## src/rtl/uart_cfg_sequencer_if.sv

```systemverilog
// rtl/uart_cfg_sequencer_if.sv - request/config/ack bundle between requesters and the UART config sequencer
interface uart_cfg_sequencer_if #(
  parameter int CFG_W = 9
);
  logic [1:0]       req;
  logic [CFG_W-1:0] cfg0;
  logic [CFG_W-1:0] cfg1;
  logic             uart_ready;
  logic [1:0]       ack;
  logic             err;
  logic             busy;
  logic             hold;
  logic             set_l;
  logic [CFG_W-1:0] cfg_out;

  modport master (
    output req, cfg0, cfg1, uart_ready,
    input  ack, err, busy, hold, set_l, cfg_out
  );

  modport slave (
    input  req, cfg0, cfg1, uart_ready,
    output ack, err, busy, hold, set_l, cfg_out
  );
endinterface

```

## src/rtl/uart_cfg_sequencer.sv

```systemverilog
// rtl/uart_cfg_sequencer.sv - arbitrates UART reconfiguration requests and strobes uart_tuner once the datapath is idle
module uart_cfg_sequencer #(
  parameter int CFG_W         = 9,
  parameter int IDLE_TIMEOUT  = 1_000_000,
  parameter int SETTLE_CYCLES = 4
) (
  input logic                 clk,
  input logic                 rst,
  uart_cfg_sequencer_if.slave bus
);
  localparam int TW = $clog2(IDLE_TIMEOUT + 1);
  localparam int SW = $clog2(SETTLE_CYCLES + 1);
  localparam logic [CFG_W-1:0] TUNER_RESET = CFG_W'(9'h1D5);

  typedef enum logic [2:0] {
    IDLE,
    WAIT_IDLE,
    APPLY,
    SETTLE,
    DONE
  } state_t;

  state_t           state;
  logic             grant;
  logic             last;
  logic [TW-1:0]    timer;
  logic [SW-1:0]    scnt;
  logic [CFG_W-1:0] applied;

  logic             gsel;
  logic [CFG_W-1:0] gcfg;
  logic             gvalid;

  // On contention the requester not served last wins; a lone request is granted directly.
  always_comb begin
    gsel   = (bus.req == 2'b11) ? ~last : bus.req[1];
    gcfg   = gsel ? bus.cfg1 : bus.cfg0;
    gvalid = (gcfg[3:0] <= 4'd12) && (gcfg[5:4] != 2'b11);
  end

  always_ff @(posedge clk) begin
    if (rst) begin
      state       <= IDLE;
      grant       <= 1'b0;
      last        <= 1'b1;
      timer       <= '0;
      scnt        <= '0;
      applied     <= TUNER_RESET;
      bus.ack     <= 2'b00;
      bus.err     <= 1'b0;
      bus.busy    <= 1'b0;
      bus.hold    <= 1'b0;
      bus.set_l   <= 1'b1;
      bus.cfg_out <= TUNER_RESET;
    end else begin
      case (state)
        IDLE: begin
          bus.ack <= 2'b00;
          bus.err <= 1'b0;
          if (bus.req != 2'b00) begin
            grant    <= gsel;
            bus.busy <= 1'b1;
            if (gvalid) begin
              bus.cfg_out <= gcfg;
              bus.hold    <= 1'b1;
              timer       <= '0;
              state       <= WAIT_IDLE;
            end else begin
              // Rejected words never reach cfg_out, so the tuner keeps the applied setting.
              bus.ack <= gsel ? 2'b10 : 2'b01;
              bus.err <= 1'b1;
              state   <= DONE;
            end
          end
        end
        WAIT_IDLE: begin
          if (bus.uart_ready) begin
            bus.set_l <= 1'b0;
            applied   <= bus.cfg_out;
            state     <= APPLY;
          end else if (timer == TW'(IDLE_TIMEOUT - 1)) begin
            bus.hold    <= 1'b0;
            bus.cfg_out <= applied;
            bus.ack     <= grant ? 2'b10 : 2'b01;
            bus.err     <= 1'b1;
            state       <= DONE;
          end else begin
            timer <= timer + TW'(1);
          end
        end
        APPLY: begin
          bus.set_l <= 1'b1;
          scnt      <= '0;
          state     <= SETTLE;
        end
        SETTLE: begin
          if (scnt == SW'(SETTLE_CYCLES - 1)) begin
            bus.hold <= 1'b0;
            bus.ack  <= grant ? 2'b10 : 2'b01;
            bus.err  <= 1'b0;
            state    <= DONE;
          end else begin
            scnt <= scnt + SW'(1);
          end
        end
        DONE: begin
          bus.ack  <= 2'b00;
          bus.err  <= 1'b0;
          bus.busy <= 1'b0;
          last     <= grant;
          state    <= IDLE;
        end
        default: state <= IDLE;
      endcase
    end
  end
endmodule
```

## src/flat_wrapper.sv

```systemverilog
// flat-port wrapper written by rule: the top's interface ports become plain ports
module uart_cfg_sequencer_flat 
#(
  parameter int CFG_W         = 9,
  parameter int IDLE_TIMEOUT  = 1_000_000,
  parameter int SETTLE_CYCLES = 4
)
  (clk, rst, bus_req, bus_cfg0, bus_cfg1, bus_uart_ready, bus_ack, bus_err, bus_busy, bus_hold, bus_set_l, bus_cfg_out);
  uart_cfg_sequencer_if #(.CFG_W(CFG_W)) bus_i ();
  input logic clk;
  input logic rst;
  input wire logic [$bits(bus_i.req)-1:0] bus_req;
  input wire logic [$bits(bus_i.cfg0)-1:0] bus_cfg0;
  input wire logic [$bits(bus_i.cfg1)-1:0] bus_cfg1;
  input wire logic [$bits(bus_i.uart_ready)-1:0] bus_uart_ready;
  output wire logic [$bits(bus_i.ack)-1:0] bus_ack;
  output wire logic [$bits(bus_i.err)-1:0] bus_err;
  output wire logic [$bits(bus_i.busy)-1:0] bus_busy;
  output wire logic [$bits(bus_i.hold)-1:0] bus_hold;
  output wire logic [$bits(bus_i.set_l)-1:0] bus_set_l;
  output wire logic [$bits(bus_i.cfg_out)-1:0] bus_cfg_out;
  assign bus_i.req = bus_req;
  assign bus_i.cfg0 = bus_cfg0;
  assign bus_i.cfg1 = bus_cfg1;
  assign bus_i.uart_ready = bus_uart_ready;
  assign bus_ack = bus_i.ack;
  assign bus_err = bus_i.err;
  assign bus_busy = bus_i.busy;
  assign bus_hold = bus_i.hold;
  assign bus_set_l = bus_i.set_l;
  assign bus_cfg_out = bus_i.cfg_out;
  uart_cfg_sequencer #(.CFG_W(CFG_W), .IDLE_TIMEOUT(IDLE_TIMEOUT), .SETTLE_CYCLES(SETTLE_CYCLES)) u_core (.clk(clk), .rst(rst), .bus(bus_i));
endmodule
```

## config.mk

```make
export PLATFORM = sky130hd
export DESIGN_NAME = uart_cfg_sequencer_flat
export DESIGN_NICKNAME = d
export VERILOG_FILES = /design/src/rtl/uart_cfg_sequencer_if.sv /design/src/rtl/uart_cfg_sequencer.sv /design/src/flat_wrapper.sv
export SDC_FILE = /design/constraint.sdc
export NUM_CORES = 1
export LEC_CHECK = 0
export ABC_AREA = 1
export CAP_MARGIN = 5
export CORE_MARGIN = 2
export CORE_UTILIZATION = 50
export DETAILED_ROUTE_END_ITERATION = 10
export PLACE_DENSITY = 0.74
export REMOVE_ABC_BUFFERS = 1
export SLEW_MARGIN = 15
export SYNTH_ARGS = -nofsm -noshare
export SYNTH_HDL_FRONTEND = slang
export SYNTH_SLANG_ARGS = --single-unit
```

## constraint.sdc

```tcl
create_clock -name clk -period 1.59 [get_ports clk]
set_clock_uncertainty 0.05 [all_clocks]
set_input_delay 0.318 -clock clk [delete_from_list [all_inputs] [get_ports clk]]
set_output_delay 0.318 -clock clk [all_outputs]
set_load 0.005 [all_outputs]
```

==> impl_metrics.ini <==
[worst_setup_path]
cpLargestDelayFamily = simple AND/OR/NAND/NOR gates
path_cells = inv_2, nand2_4, nor2_8, inv_2, nor2_2, nor2_1, nand2_2, inv_2, nand3_4, buf_12, nand2_1, nand2_1, nor2_1
rr_worst_depth = 13
cp_max_fo = 10
criticalPathCategory = flop to flop
cpMostUsedCell = inv_2
cpPeakStageDelay_ns = 0.41
slowest_stage = dfxtp_1
crit_cells = 13
start_kind = flop
cp-end-kind = flop
worstPathArrival_ns = 1.93
path_buf_inv = 4
cp_data_required_time_ns = 1.80

[clock_tree]
clock_latency_ns = 0.32
cts.sinks = 52
numCtsBuffers = 5
cts_max_path_buffers = 2
clock_tree.root_cell = clkbuf_8
path_clk_slew_ns = 0.10
cts_tree = built
htreeDepth = 2

[timing]
setup_ws_ns = -0.1282
hold_viol_final = 0
slew_headroom = 0.7719
fin_crit_sh = 1.081
slew_violations = 0
max_freq_ghz = 0.5820
tns_ns = -3.102
period_minus_slack_ns = 1.718
setup-violations-final = 32
rsz0062_at_grt = true
worstMarginPinSlew_ns = 0.3421

[synth]
ys_ff_latch = 52
syn_inst = 489
yosysMostFrequentCell = nand2_1
synth.distinct_cells = 34
ys_warn_count = 0
synth_edf_count = 0
synth_sequential_area_ratio = 0.3360
yosys-top-cells-count = 148 x nand2_1, 74 x nor2_1, 52 x dfxtp_1
syn-cell-area_um2 = 3098
synthArstFlopShare = 0
synth_ff_type = dfxtp_1
synth.area.top_cells = dfxtp_1 34%, nand2_1 18%, nor2_1 9.0%
synth.avg_cell_area_um2 = 6.335
yosysTopAreaCell = dfxtp_1
synth_top_area_share = 0.3360

[die]
core_um2 = 5956
die_y_um = 82.72
initial_core_util = 0.5202
chipWidth_um = 82.72
die_area_um2 = 6842
rows = 28
io_pins = 38

[drt]
dr_total_vias = 3808
wl_um = 10370
wl_per_cell_um = 15.07
dr.pass1.iters = 8
vias_per_cell = 5.535
drc = 1
ant_nets = 0
initialDrtViolationCount = 342

[worst_hold_path]
hold_path.class = flop to flop
holdPathStages = 2

[grt]
grt_pass1_wl_um = 15370
grt_use_total = 0.2928
grt-ovfl-total = 0
grt_max_degree = 26
antenna_found_initial = 0
grt_pass1_vias = 3342

[cells_and_area]
final_util = 0.7838
n_antenna_cell = 0
area_growth_syn_to_layout_pct = 50.69
final_layout_size_suffix_gt1_frac = 0.3344
num-nets-final = 638

[flow_run]
drv_cap = 0

[placement]
port-buffer-count = 37
dp.final_hpwl_um = 6486
routabilityCongestion = 0.9457

[status]
violations = design-rule violations, negative setup slack
status = finished, violations left

[pwr]
total_power_mw = 6.360
ir_drop_mv = 1.053
p_per_area_nw_per_um2 = 1362
p_leak_nw = 2.021
-- where the power goes --
group	internal (mW)	switching (mW)	total, mW
Clock	0.315	0.474	0.789
Sequential	1.63	0.231	1.86
Combinational	1.71	2.00	3.71
Total	3.65	2.71	6.36
-- worst reg2reg max path: stages, from the launching register on --
cell     delay [ns]
dfxtp_1        0.41
inv_2          0.07
nand2_4        0.09
nor2_8         0.04
inv_2          0.06
nor2_2         0.04
nor2_1         0.20
nand2_2        0.11
inv_2          0.10
nand3_4        0.13
buf_12         0.17
nand2_1        0.07
nand2_1        0.06
nor2_1         0.08
-- routing by layer --
layer	routed length, µm	global-route usage	vias up	share of wire
met5	0	0	-	0
met4	227	0.09180	0	0.022
met3	940	0.06196	29	0.091
met2	4925	0.4710	193	0.48
met1	4274	0.3926	1762	0.41
li1	-	-	1824	-
-- logic make-up (layout without fill, tap and decap cells) --
| kind of cell | count (synthesis) | in the layout | share of synthesized area |
|---|---|---|---|
| adders and majority gates | 3 | 3 | 0.01212 |
| xor gates and xnor gates | 7 | 7 | 0.01979 |
| DFF | 52 | 52 | 0.3360 |
| AOI/OAI and AO/OA | 56 | 56 | 0.1030 |
| buffers and inverters | 66 | 187 | 0.09087 |
| and+or+nand+nor | 305 | 308 | 0.4382 |
-- path summary, 6_finish.rpt --
path                            slack, ns              start                 to
worst min-delay path                 0.42  u_core.applied[2]  u_core.applied[2]
worst max-delay path                -0.13    u_core.state[2]    u_core.timer[1]
worst min register to register       0.42  u_core.applied[2]  u_core.applied[2]
worst max register to register      -0.13    u_core.state[2]    u_core.timer[1]
-- final cells by class --
cell class / instances / area [µm²]
clock buffer: 6 / 72.57
clock inverter: 2 / 16.27
fill: 392 / 1287
inverter: 48 / 180.2
multi-input combinational: 374 / 2051
sequential: 52 / 1072
tap: 75 / 93.84
timing repair buffer: 131 / 1182
-- registers in the layout, summed over array words and instances (netlist names) --
register / cells
u_core.bus.ack: 2
u_core.grant: 1
u_core.timer: 20
u_core.bus.set_l: 1
u_core.last: 1
u_core.state: 3
u_core.bus.err: 1
u_core.bus.hold: 1
u_core.bus.busy: 1
u_core.applied: 9
u_core.scnt: 3
u_core.bus.cfg_out: 9
-- stage by stage --
| stage | hold WS (ns) | instances | area, µm² | setup WS, ns |
|---|---|---|---|---|
| 6_report | 0.4190 | 688 | 4668 | -0.1282 |
| 5_1_grt | 0.4339 | 688 | 4668 | -0.2001 |
| 4_1_cts | 0.4147 | 686 | 4454 | -0.1277 |
| 3_5_place_dp | 0.3909 | 662 | 4091 | -0.6924 |
| 3_3_place_gp | 0.3846 | 662 | 4091 | -0.6219 |
| 2_1_floorplan | 0.3371 | 471 | 2997 | -0.4685 |
-- repair_timing --
item | 4_1_cts | 5_1_grt
endpoints found under the setup margin | 40 | 49
resized for setup | 51 | 62
hold buffers | 0 | 0
endpoints found under the hold margin | 0 | 0
setup buffers | 13 | 3
gates cloned | 4 | 0
pin swaps | 29 | 35
-- placed cells by master (no fill, tap or decap), types with 4 or more instances in the layout --
| master | synthesis | routed |
|---|---|---|
| nand2_1 | 148 | 125 |
| o21ai_0 | 15 | 14 |
| buf_6 | 3 | 7 |
| a21oi_1 | 29 | 23 |
| inv_1 | 44 | 40 |
| dfxtp_2 | 0 | 19 |
| nand3_1 | 28 | 25 |
| clkdlybuf4s50_1 | 0 | 33 |
| buf_4 | 2 | 81 |
| inv_2 | 3 | 7 |
| nor2_4 | 1 | 8 |
| nand2_2 | 8 | 27 |
| clkbuf_8 | 0 | 5 |
| nand2_4 | 2 | 6 |
| a31oi_1 | 4 | 4 |
| nor2_2 | 4 | 13 |
| nand4_1 | 28 | 28 |
| buf_12 | 0 | 4 |
| xor2_1 | 5 | 5 |
| nor2_1 | 74 | 59 |
| a21oi_2 | 1 | 7 |
| dfxtp_1 | 52 | 31 |
No activity file was read; power rests on OpenSTA's default activity.
==> edit 1, RTL diff (same flow settings) <==
`SETTLE_CYCLES` is set to 4 in 2 places; all go to 8.
--- a/src/rtl/uart_cfg_sequencer.sv
+++ b/src/rtl/uart_cfg_sequencer.sv
@@ -2,7 +2,7 @@
 module uart_cfg_sequencer #(
   parameter int CFG_W         = 9,
   parameter int IDLE_TIMEOUT  = 1_000_000,
-  parameter int SETTLE_CYCLES = 4
+  parameter int SETTLE_CYCLES = 8
 ) (
   input logic                 clk,
   input logic                 rst,
--- a/src/flat_wrapper.sv
+++ b/src/flat_wrapper.sv
@@ -3,7 +3,7 @@
 #(
   parameter int CFG_W         = 9,
   parameter int IDLE_TIMEOUT  = 1_000_000,
-  parameter int SETTLE_CYCLES = 4
+  parameter int SETTLE_CYCLES = 8
 )
   (clk, rst, bus_req, bus_cfg0, bus_cfg1, bus_uart_ready, bus_ack, bus_err, bus_busy, bus_hold, bus_set_l, bus_cfg_out);
   uart_cfg_sequencer_if #(.CFG_W(CFG_W)) bus_i ();
Formal check against the unedited RTL: not equivalent (Yosys sat finds a counterexample within 10 cycles, from zero or initial values and one cycle with rst high).
==> edit 1 against the unedited design <==
- the flow finishes with violations (negative setup slack)
- sequential cell count increased by 1
- synthesized cell count increased by 2.0%
- total power about the same
- design area decreased by 1.8%
- wire length decreased by 3.8%
- setup slack improved by 21 ps
- non-clock buffer count decreased by 7
- area after synthesis increased by 1.6%
- largest power group unchanged
- highest routed layer unchanged
==> edit 1: results (changes against the unedited design) <==
holdPathStages: 2  # unchanged
status: "finished, violations left"
grt_max_degree: 24  # -7.7%
r2r_end: "u_core.bus.cfg_out[3]$_SDFFE_PP0P_"
place_hpwl_mm: 6.38  # -1.7%
critPathMaxFanout: 6  # -4
clock_latency_ps: 320  # about the same
ys_seq_area_share_pct: 33.7  # +0.10 points
dpl-instance-area_um2: 4080  # -0.34%
setup_viol: 33  # +3.1%
num-nets-final: 636  # -0.31%
drtIter0Drc: 184  # -46%
drive_above_1_share_pct: 28.1  # -5.3 points
dp_cells: 667  # +0.76%
tightest_slew_ps: 442  # +99.6 ps
grt_pass1_vias: 3525  # +5.5%
grt_antenna_before_repair: 0  # unchanged
synth_cell_types: 35  # +2.9%
netlist_top_cells_area: "dfxtp_1, nand2_1, nor2_1, nand3_1, a21oi_1"
ys_top_cells_by_count: "nand2_1, nor2_1, dfxtp_1"
critPathArrivalTime_ps: 1860  # -70 ps
pre_cts_ws_ps: -711  # -18.7 ps
grt_pass1_wl_mm: 15.2  # -0.90%
min_to: "u_core.bus.set_l$_SDFFE_PP1P_"
violations: "negative setup slack"
drt-wirelength-per-cell_um: 14.5  # -3.7%
grtUsageTotal_pct: 26.4  # -2.9 points
r2r-start: "u_core.last$_SDFFE_PP1P_"
fin_cells: 687  # -0.15%
fin_ws_ps: -107  # +21.0 ps
p_leak_uw: 0.00198  # -2.1%
min-delay-start: "u_core.bus.set_l$_SDFFE_PP1P_"
htree_levels: 2  # unchanged
first_pass_iters: 5  # -3
vdd_drop_max_mv: 0.875  # -17%
syn_avg_cell_area_um2: 6.31  # -0.42%
edit 1: worst max-delay path, stage by stage, from the launching register on:
cell	delay (ps)
dfxtp_2	370
nand2_4	70
buf_6	120
nand3b_1	60
nand2_1	70
nor2_1	140
nand2_2	90
nand2_4	100
nand2_4	80
buf_4	160
nand3_4	130
nand2_1	70
nand2_1	50
nor2_1	40
edit 1: worst max path at each step:
stage / startpoint / to / slack, ps / depth (start not counted)
5_1_grt: u_core.last$_SDFFE_PP1P_ / u_core.bus.hold$_SDFFE_PP0P_ / -260 / 13
4_1_cts: u_core.last$_SDFFE_PP1P_ / u_core.timer[15]$_SDFFE_PP0P_ / -80 / 11
6_report: u_core.last$_SDFFE_PP1P_ / u_core.bus.cfg_out[3]$_SDFFE_PP0P_ / -110 / 13
3_3_place_gp: bus_req[0] / u_core.timer[19]$_SDFFE_PP0P_ / -550 / 12
3_5_place_dp: bus_req[0] / u_core.timer[15]$_SDFFE_PP0P_ / -710 / 12
2_1_floorplan: u_core.state[2]$_SDFFE_PP0P_ / u_core.timer[0]$_SDFFE_PP0P_ / -500 / 11
edit 1: final cells by class:
| class | count | area (um^2) |
|---|---|---|
| Fill cell | 427 | 1410 |
| Timing Repair Buffer | 124 | 1120 |
| Sequential cell | 53 | 1080 |
| Clock inverter | 3 | 17.5 |
| Multi-Input combinational cell | 382 | 2040 |
| Tap cell | 75 | 93.8 |
| Clock buffer | 5 | 68.8 |
| Inverter | 45 | 169 |
edit 1: cells by family after synthesis:
family | count (synthesis) | synth area share [%]
and+or+nand+nor | 315 | 43.8
buffers and inverters | 66 | 9.74
AOI/OAI and AO/OA | 54 | 9.42
DFF | 53 | 33.7
xor gates and xnor gates | 9 | 2.50
adders and majority gates | 2 | 0.795
edit 1: power breakdown:
part	internal, uW	total, uW	leakage, uW	switching, uW
clock	305	771	0.0000439	465
combinational	1750	3740	0.00150	1990
sequential	1630	1850	0.000434	218
edit 1: repair_timing:
action                                  in CTS  in global routing
gates cloned                                 2                  3
resized for setup                           28                 60
endpoints found under the setup margin      36                 44
pin swaps                                    9                 20
endpoints found under the hold margin        0                  0
buffers inserted                             7                  0
hold buffers                                 0                  0
edit 1: per-stage QoR:
| stage | hold WS, ps | util (%) | setup TNS, ps |
|---|---|---|---|
| after floorplan | 337 | - | -14090 |
| after global placement | 386 | 68.1 | -18090 |
| after detailed placement | 391 | 68.1 | -21310 |
| after CTS | 408 | 72.2 | -1080 |
| after global routing | 444 | 76.5 | -7230 |
| final | 405 | 76.5 | -2380 |
edit 1: routing by layer:
metal  up-vias  part of all wire (%)  track usage [%]  routed length, um
met5         -                     0                0                  0
met4         0                   4.4             10.9                434
met3        43                   5.8             4.27                574
met2       153                    50             47.2               4970
met1      1696                    40             31.0               3990
li1       1827                     -                -                  -
==> edit 2, RTL diff (same flow settings) <==
Without the edit above. The 5 states of `state_t` get a Gray code encoding in 3 bits.
--- a/src/rtl/uart_cfg_sequencer.sv
+++ b/src/rtl/uart_cfg_sequencer.sv
@@ -13,11 +13,11 @@
   localparam logic [CFG_W-1:0] TUNER_RESET = CFG_W'(9'h1D5);
 
   typedef enum logic [2:0] {
-    IDLE,
-    WAIT_IDLE,
-    APPLY,
-    SETTLE,
-    DONE
+    IDLE      = 3'b000,
+    WAIT_IDLE = 3'b001,
+    APPLY     = 3'b011,
+    SETTLE    = 3'b010,
+    DONE      = 3'b110
   } state_t;
 
   state_t           state;
Check against the original RTL: no difference found for any inputs over 10 cycles, from zero or initial values and one cycle with rst high; not proved beyond that.
==> edit 2 against the unedited design <==
- the run ends with negative setup slack left
- via count down 6.0%
- clock power is 6.5% lower
- area after synthesis grew 3.2%
- final cell count shrank 2.8%
- wire length shrank 8.3%
- total power rose by 5.4%
- design area shrank 1.9%
- first-iteration DRC count shrank 42%
- sequential cell count unchanged
- setup slack better by 9.9 ps
- critical path type unchanged
==> edit 2: results (changes against the unedited design) <==
grtUsageMet1_pct: 30.2  # -9.1 points
critPathMaxFanout: 9  # -1
grt_pass1_wl_mm: 14.9  # -2.7%
wl_mm: 9.51  # -8.3%
ys_top_cells_by_count: "nand2_1, nor2_1, dfxtp_1"
first_pass_iters: 5  # -3
p_int_uw: 3730  # +2.0%
fin_ws_ps: -118  # +9.86 ps
pwr_density_cell_nw_per_um2: 1460  # +7.5%
place_congestion: 0.884  # -6.6%
violations: "negative setup slack"
netlist_top_cells_area: "dfxtp_1, nand2_1, nor2_1, nand3_1, inv_1"
holdWs_ps: 417  # -2.20 ps
route.met2.wl_mm: 4.93  # about the same
endpoint: "u_core.timer[11]$_SDFFE_PP0P_"
min_to: "u_core.applied[4]$_SDFFE_PP1P_"
ys_seq_area_share_pct: 32.6  # -1.0 points
routedLengthMet1_mm: 3.90  # -8.7%
critPathArrivalTime_ps: 1880  # -50 ps
seq_power_uw: 1820  # -2%
status: "finished, violations left"
pre_cts_ws_ps: -565  # +127 ps
grtUsageMet3_pct: 4.65  # -1.5 points
vdd_drop_max_mv: 0.997  # -5.3%
slowest_stage: "dfxtp_2"
fin_cells: 669  # -2.8%
setup_viol: 32  # unchanged
grtUsageTotal_pct: 25.3  # -3.9 points
grt_max_degree: 31  # +19%
grt_pass1_vias: 3370  # +0.84%
viasPerCell: 5.35  # -3.3%
[edit 2: kinds of logic (layout without fill, tap and decap cells)]
logic type	after synthesis	count (layout)	synth area share, %
buffers and inverters	68	168	10.3
AND/OR/NAND/NOR	302	303	43.7
AO/OA/AOI/OAI	59	59	10.3
flip-flops	52	52	32.6
adder cells (fa/ha/maj)	3	3	1.17
XOR/XNOR	7	7	1.92
[edit 2: cell type report]
type | instances | area [um^2]
Inverter | 48 | 183
Fill cell | 505 | 1700
Clock inverter | 1 | 5.00
Sequential cell | 52 | 1070
Clock buffer | 6 | 72.6
Timing Repair Buffer | 113 | 1010
Multi-Input combinational cell | 372 | 2140
Tap cell | 77 | 96.3
[edit 2: what timing repair did]
item	in CTS	in global routing
gates cloned	0	2
buffers inserted	3	8
gates resized for setup	28	94
endpoints found under the hold margin	0	0
endpoints found under the setup margin	36	42
pin swaps	19	25
